===== config.mk =====
export PLATFORM = sky130hd
export DESIGN_NAME = counter_seq
export DESIGN_NICKNAME = d
export VERILOG_FILES = /design/src/rtl/counter_seq.sv
export SDC_FILE = /design/constraint.sdc
export NUM_CORES = 1
export LEC_CHECK = 0
export BUFFER_PORTS_ARGS = -buffer_cell sky130_fd_sc_hd__buf_4
export CAP_MARGIN = 20
export CORE_ASPECT_RATIO = 1.2
export CORE_MARGIN = 4
export CORE_UTILIZATION = 25
export CTS_BUF_LIST = sky130_fd_sc_hd__clkbuf_4
export DETAILED_ROUTE_END_ITERATION = 12
export PLACE_DENSITY_LB_ADDON = 0.25
export REMOVE_ABC_BUFFERS = 1
export SLEW_MARGIN = 5
export SYNTH_ARGS = -nofsm -noshare
export SYNTH_HDL_FRONTEND = slang
export SYNTH_SLANG_ARGS = --single-unit
export TNS_END_PERCENT = 5

===== constraint.sdc =====
create_clock -name clock -period 5 [get_ports clock]
set_input_delay 0 -clock clock [delete_from_list [all_inputs] [get_ports clock]]
set_output_delay 0 -clock clock [all_outputs]
set_load 0.02 [all_outputs]

===== src/rtl/counter_seq.sv =====
// Prescaled sequencer that strobes an external next-state stage, captures its
// result in a count register and offers every new RUN count on a one-entry stream.
module counter_seq (
    input  logic       clock,
    input  logic       reset,
    input  logic       io_start,
    input  logic       io_stop,
    input  logic       io_clear,
    input  logic [3:0] io_div,
    input  logic [3:0] io_next,
    output logic       io_step,
    output logic       io_zero,
    output logic [3:0] io_cur,
    output logic       io_wrap,
    output logic       io_deq_valid,
    input  logic       io_deq_ready,
    output logic [3:0] io_deq_bits,
    output logic       io_ovf
);

    typedef enum logic [1:0] {
        IDLE  = 2'd0,
        RUN   = 2'd1,
        CLEAR = 2'd2
    } state_t;

    state_t     state_r;
    state_t     state_nxt_s;
    logic [3:0] pre_r;
    logic [3:0] pre_nxt_s;
    logic [3:0] count_r;
    logic       wrap_r;
    logic       deq_valid_r;
    logic [3:0] deq_bits_r;
    logic       ovf_r;
    logic       pre_hit_s;
    logic       run_step_s;
    logic       step_s;
    logic       transfer_s;

    // Prescale comparison is >= so that lowering io_div mid-period ends it at once.
    assign pre_hit_s  = (pre_r >= io_div);
    assign run_step_s = (state_r == RUN) && pre_hit_s;
    assign step_s     = run_step_s || (state_r == CLEAR);
    assign transfer_s = deq_valid_r && io_deq_ready;

    // Next-state selection; clear outranks stop, which outranks start.
    always_comb begin
        state_nxt_s = state_r;
        case (state_r)
            IDLE: begin
                if (io_clear) begin
                    state_nxt_s = CLEAR;
                end else if (io_start) begin
                    state_nxt_s = RUN;
                end else begin
                    state_nxt_s = IDLE;
                end
            end
            RUN: begin
                if (io_clear) begin
                    state_nxt_s = CLEAR;
                end else if (io_stop) begin
                    state_nxt_s = IDLE;
                end else begin
                    state_nxt_s = RUN;
                end
            end
            CLEAR:   state_nxt_s = IDLE;
            default: state_nxt_s = IDLE;
        endcase
    end

    // Prescaler only runs while staying in RUN, so every RUN entry starts a fresh period.
    always_comb begin
        pre_nxt_s = 4'd0;
        if ((state_r == RUN) && (state_nxt_s == RUN)) begin
            if (pre_hit_s) begin
                pre_nxt_s = 4'd0;
            end else begin
                pre_nxt_s = pre_r + 4'd1;
            end
        end else begin
            pre_nxt_s = 4'd0;
        end
    end

    // FSM and prescaler registers.
    always_ff @(posedge clock) begin
        if (reset) begin
            state_r <= IDLE;
            pre_r   <= 4'd0;
        end else begin
            state_r <= state_nxt_s;
            pre_r   <= pre_nxt_s;
        end
    end

    // Count register follows the next-state stage on every strobe; wrap flags a RUN 15->0.
    always_ff @(posedge clock) begin
        if (reset) begin
            count_r <= 4'd0;
            wrap_r  <= 1'b0;
        end else begin
            if (step_s) begin
                count_r <= io_next;
            end else begin
                count_r <= count_r;
            end
            wrap_r <= run_step_s && (count_r == 4'd15) && (io_next == 4'd0);
        end
    end

    // One-entry sample buffer: newest RUN value always wins, a lost sample sets ovf.
    always_ff @(posedge clock) begin
        if (reset) begin
            deq_valid_r <= 1'b0;
            deq_bits_r  <= 4'd0;
            ovf_r       <= 1'b0;
        end else begin
            if (run_step_s) begin
                deq_valid_r <= 1'b1;
                deq_bits_r  <= io_next;
            end else if (transfer_s) begin
                deq_valid_r <= 1'b0;
                deq_bits_r  <= deq_bits_r;
            end else begin
                deq_valid_r <= deq_valid_r;
                deq_bits_r  <= deq_bits_r;
            end

            if ((state_nxt_s == CLEAR) && (state_r != CLEAR)) begin
                ovf_r <= 1'b0;
            end else if (run_step_s && deq_valid_r && !io_deq_ready) begin
                ovf_r <= 1'b1;
            end else begin
                ovf_r <= ovf_r;
            end
        end
    end

    assign io_step      = step_s;
    assign io_zero      = (state_r == CLEAR);
    assign io_cur       = count_r;
    assign io_wrap      = wrap_r;
    assign io_deq_valid = deq_valid_r;
    assign io_deq_bits  = deq_bits_r;
    assign io_ovf       = ovf_r;

endmodule


==> impl_metrics.json <==
{
  "first_global_vias": 680,
  "cts_setup_buffers": 0,
  "hold_slack_ns": 0.114,
  "synth_warnings": 0,
  "grt_util_all_layers": 0.0855,
  "place.gp.congestion": 0.676,
  "area_growth_pct": 40.5,
  "final.min_clock_period_ns": 2.38,
  "path_clk_slew_ns": 0.10,
  "final_common_cell": "buf_4",
  "clockRootBuffer": "clkbuf_4",
  "synth.distinct_cells": 28,
  "syn-cell-area_um2": 828,
  "p_clk_frac": 0.301,
  "antenna_found_initial": 0,
  "cap_violations": 0,
  "die-height_um": 71.1,
  "fill_cells": 327,
  "grt_pass1_wl_um": 2850,
  "synth_ff_type": "dfxtp_1",
  "ys_seq_elements": 17,
  "design_area_mm2": 0.00116,
  "utilization": 0.374,
  "seqPwrFrac": 0.544,
  "end_kind": "flip-flop",
  "leakagePower_nw": 0.578,
  "vias": 702,
  "hpwl_um": 1390,
  "drtIter0Drc": 7,
  "netSwitchingFraction": 0.239,
  "drive_gt1_frac": 0.317,
  "grt_max_degree": 14,
  "cts_buffers": 3,
  "finalHoldViolations": 0,
  "hold_class": "primary input to flip-flop",
  "rsz0062_at_grt": "no",
  "synth_edf_count": 0,
  "power.density_mw_per_mm2": 222,
  "layout.cells.non_filler": 156,
  "syn_inst": 84,
  "post_dp_cell_area_mm2": 0.00105,
  "min_period_over_period": 0.477,
  "placed_cells": 144,
  "worst_slew_pin_slew_ns": 0.437,
  "setup_violations": 0,
  "hold_depth": 4,
  "cts.sink_count": 17,
  "power_frac_comb": 0.155,
  "ys_seq_area_frac": 0.411,
  "tns_ns": 0,
  "antenna_cells": 0,
  "r2r_start": "pre_r[0]",
  "nets": 140,
  "crit_fanout": 6,
  "core_mm2": 0.00311,
  "row_count": 22,
  "overflow": 0,
  "reg2reg_depth": 7,
  "avgSynthCellArea_um2": 9.86,
  "setup.worst_path.end": "io_deq_valid",
  "pre_cts_ws_ns": 3.09,
  "cp_data_required_time_ns": 5.18,
  "routed_wl_um": 1760,
  "fmax_mhz": 420,
  "p_switching_uw": 61.5,
  "power_uw": 258,
  "arrival_ns": 2.56,
  "crit_path_start": "pre_r[0]",
  "start_util": 0.266,
  "clk_latency_ns": 0.28,
  "firstDrtPassIters": 4,
  "post-route-drc-count": 0,
  "clockBufferDepth": 2,
  "r2r_end": "io_deq_valid",
  "layout_common_cells": "26 x buf_4, 17 x dfxtp_1, 11 x nand2_1, 8 x mux2i_1, 8 x dlygate4sd3_1",
  "path_class": "flip-flop to flip-flop",
  "die-area_mm2": 0.00430,
  "postRouteAntennaNets": 0,
  "viasPerCell": 4.50,
  "status": "finished, final reports clean",
  "skew_ns": 0.00407,
  "boundaryPins": 27,
  "irDropWorstVdd_uv": 156,
  "port_buffers": 26,
  "slew_headroom": 0.706,
  "startpoint_type": "flip-flop",
  "wl_per_cell_um": 11.3,
  "internal_power_uw": 196,
  "maxSlewViolCount": 0,
  "die_width_um": 60.5,
  "cts_tree": "built",
  "htree_levels": 1,
  "synthArstFlopShare": 0,
  "fin_ws_ns": 2.62,
  "rrSetupSlack_ns": 2.62
}
[per-layer routing]
metal / up-vias / wire length [um] / GRT usage
met4: 0 / 14 / 0.0434
met3: 2 / 138 / 0.0219
met5: - / 0 / 0
met1: 318 / 785 / 0.108
li1: 363 / - / -
met2: 19 / 824 / 0.132
[how the worst min path moves through the flow]
stage,startpoint,endpoint
after CTS,io_next[3],io_wrap
after global placement,io_clear,state_r[0]
after global routing,io_stop,pre_r[0]
after floorplan,reset,io_deq_valid
final,io_stop,pre_r[1]
after detailed placement,io_clear,state_r[0]
[state kept, by name, indices dropped and copies added (netlist names)]
| signal | cells |
|---|---|
| io_cur | 4 |
| io_deq_bits | 4 |
| io_deq_valid | 1 |
| io_ovf | 1 |
| io_wrap | 1 |
| pre_r | 4 |
| state_r | 2 |
[cell families after synthesis]
logic type               synth area share
AO/OA/AOI/OAI                       0.122
XOR/XNOR                           0.0212
adder cells (fa/ha/maj)            0.0755
buffers and inverters              0.0544
flip-flops                          0.411
multiplexers                       0.0967
AND/OR/NAND/NOR                     0.219
[power by group through the flow]
stage	Clock (mW)	Sequential [mW]	Combinational (mW)
CTS	0.0821	0.140	0.0397
global route	0.0864	0.141	0.0436
global placement	0	0.144	0.0357
finish	0.0775	0.140	0.0400
floorplan	0	0.145	0.0177
detailed placement	0	0.143	0.0359
[synth_stat cells (all sizes together) (2+ instances only)]
cell type	number	area, um2
a21o	2	16.3
a31o	2	17.5
dfxtp	17	340
ha	5	62.6
inv	8	30.0
mux2i	8	80.1
nand2	11	41.3
nand2b	4	32.5
nor2	6	22.5
nor2b	2	12.5
nor4	5	46.3
or3	2	12.5
[critical path, cell delays in order, from the launching register on]
cell and delay (ns):
dfxtp_1 0.38, inv_1 0.06, ha_1 0.26, nand2b_4 0.15, a2111oi_4 0.40, or3_1 0.37
a21oi_1 0.11, dlygate4sd3_1 0.56
[repair_timing]
action / CTS / global route
endpoints found under the setup margin: 0 / 0
gates resized for setup: 0 / 0
hold buffers: 7 / 1
hold endpoints to repair: 9 / 1
[cell type report]
class	instances	area, um2	area share
multi-input combinational	57	443	0.381
sequential	17	340	0.292
timing repair buffer	34	275	0.237
tap	36	45.0	0.0387
clock buffer	4	30.0	0.0258
inverter	8	30.0	0.0258
Note: power is estimated with default switching activity, not from simulation.
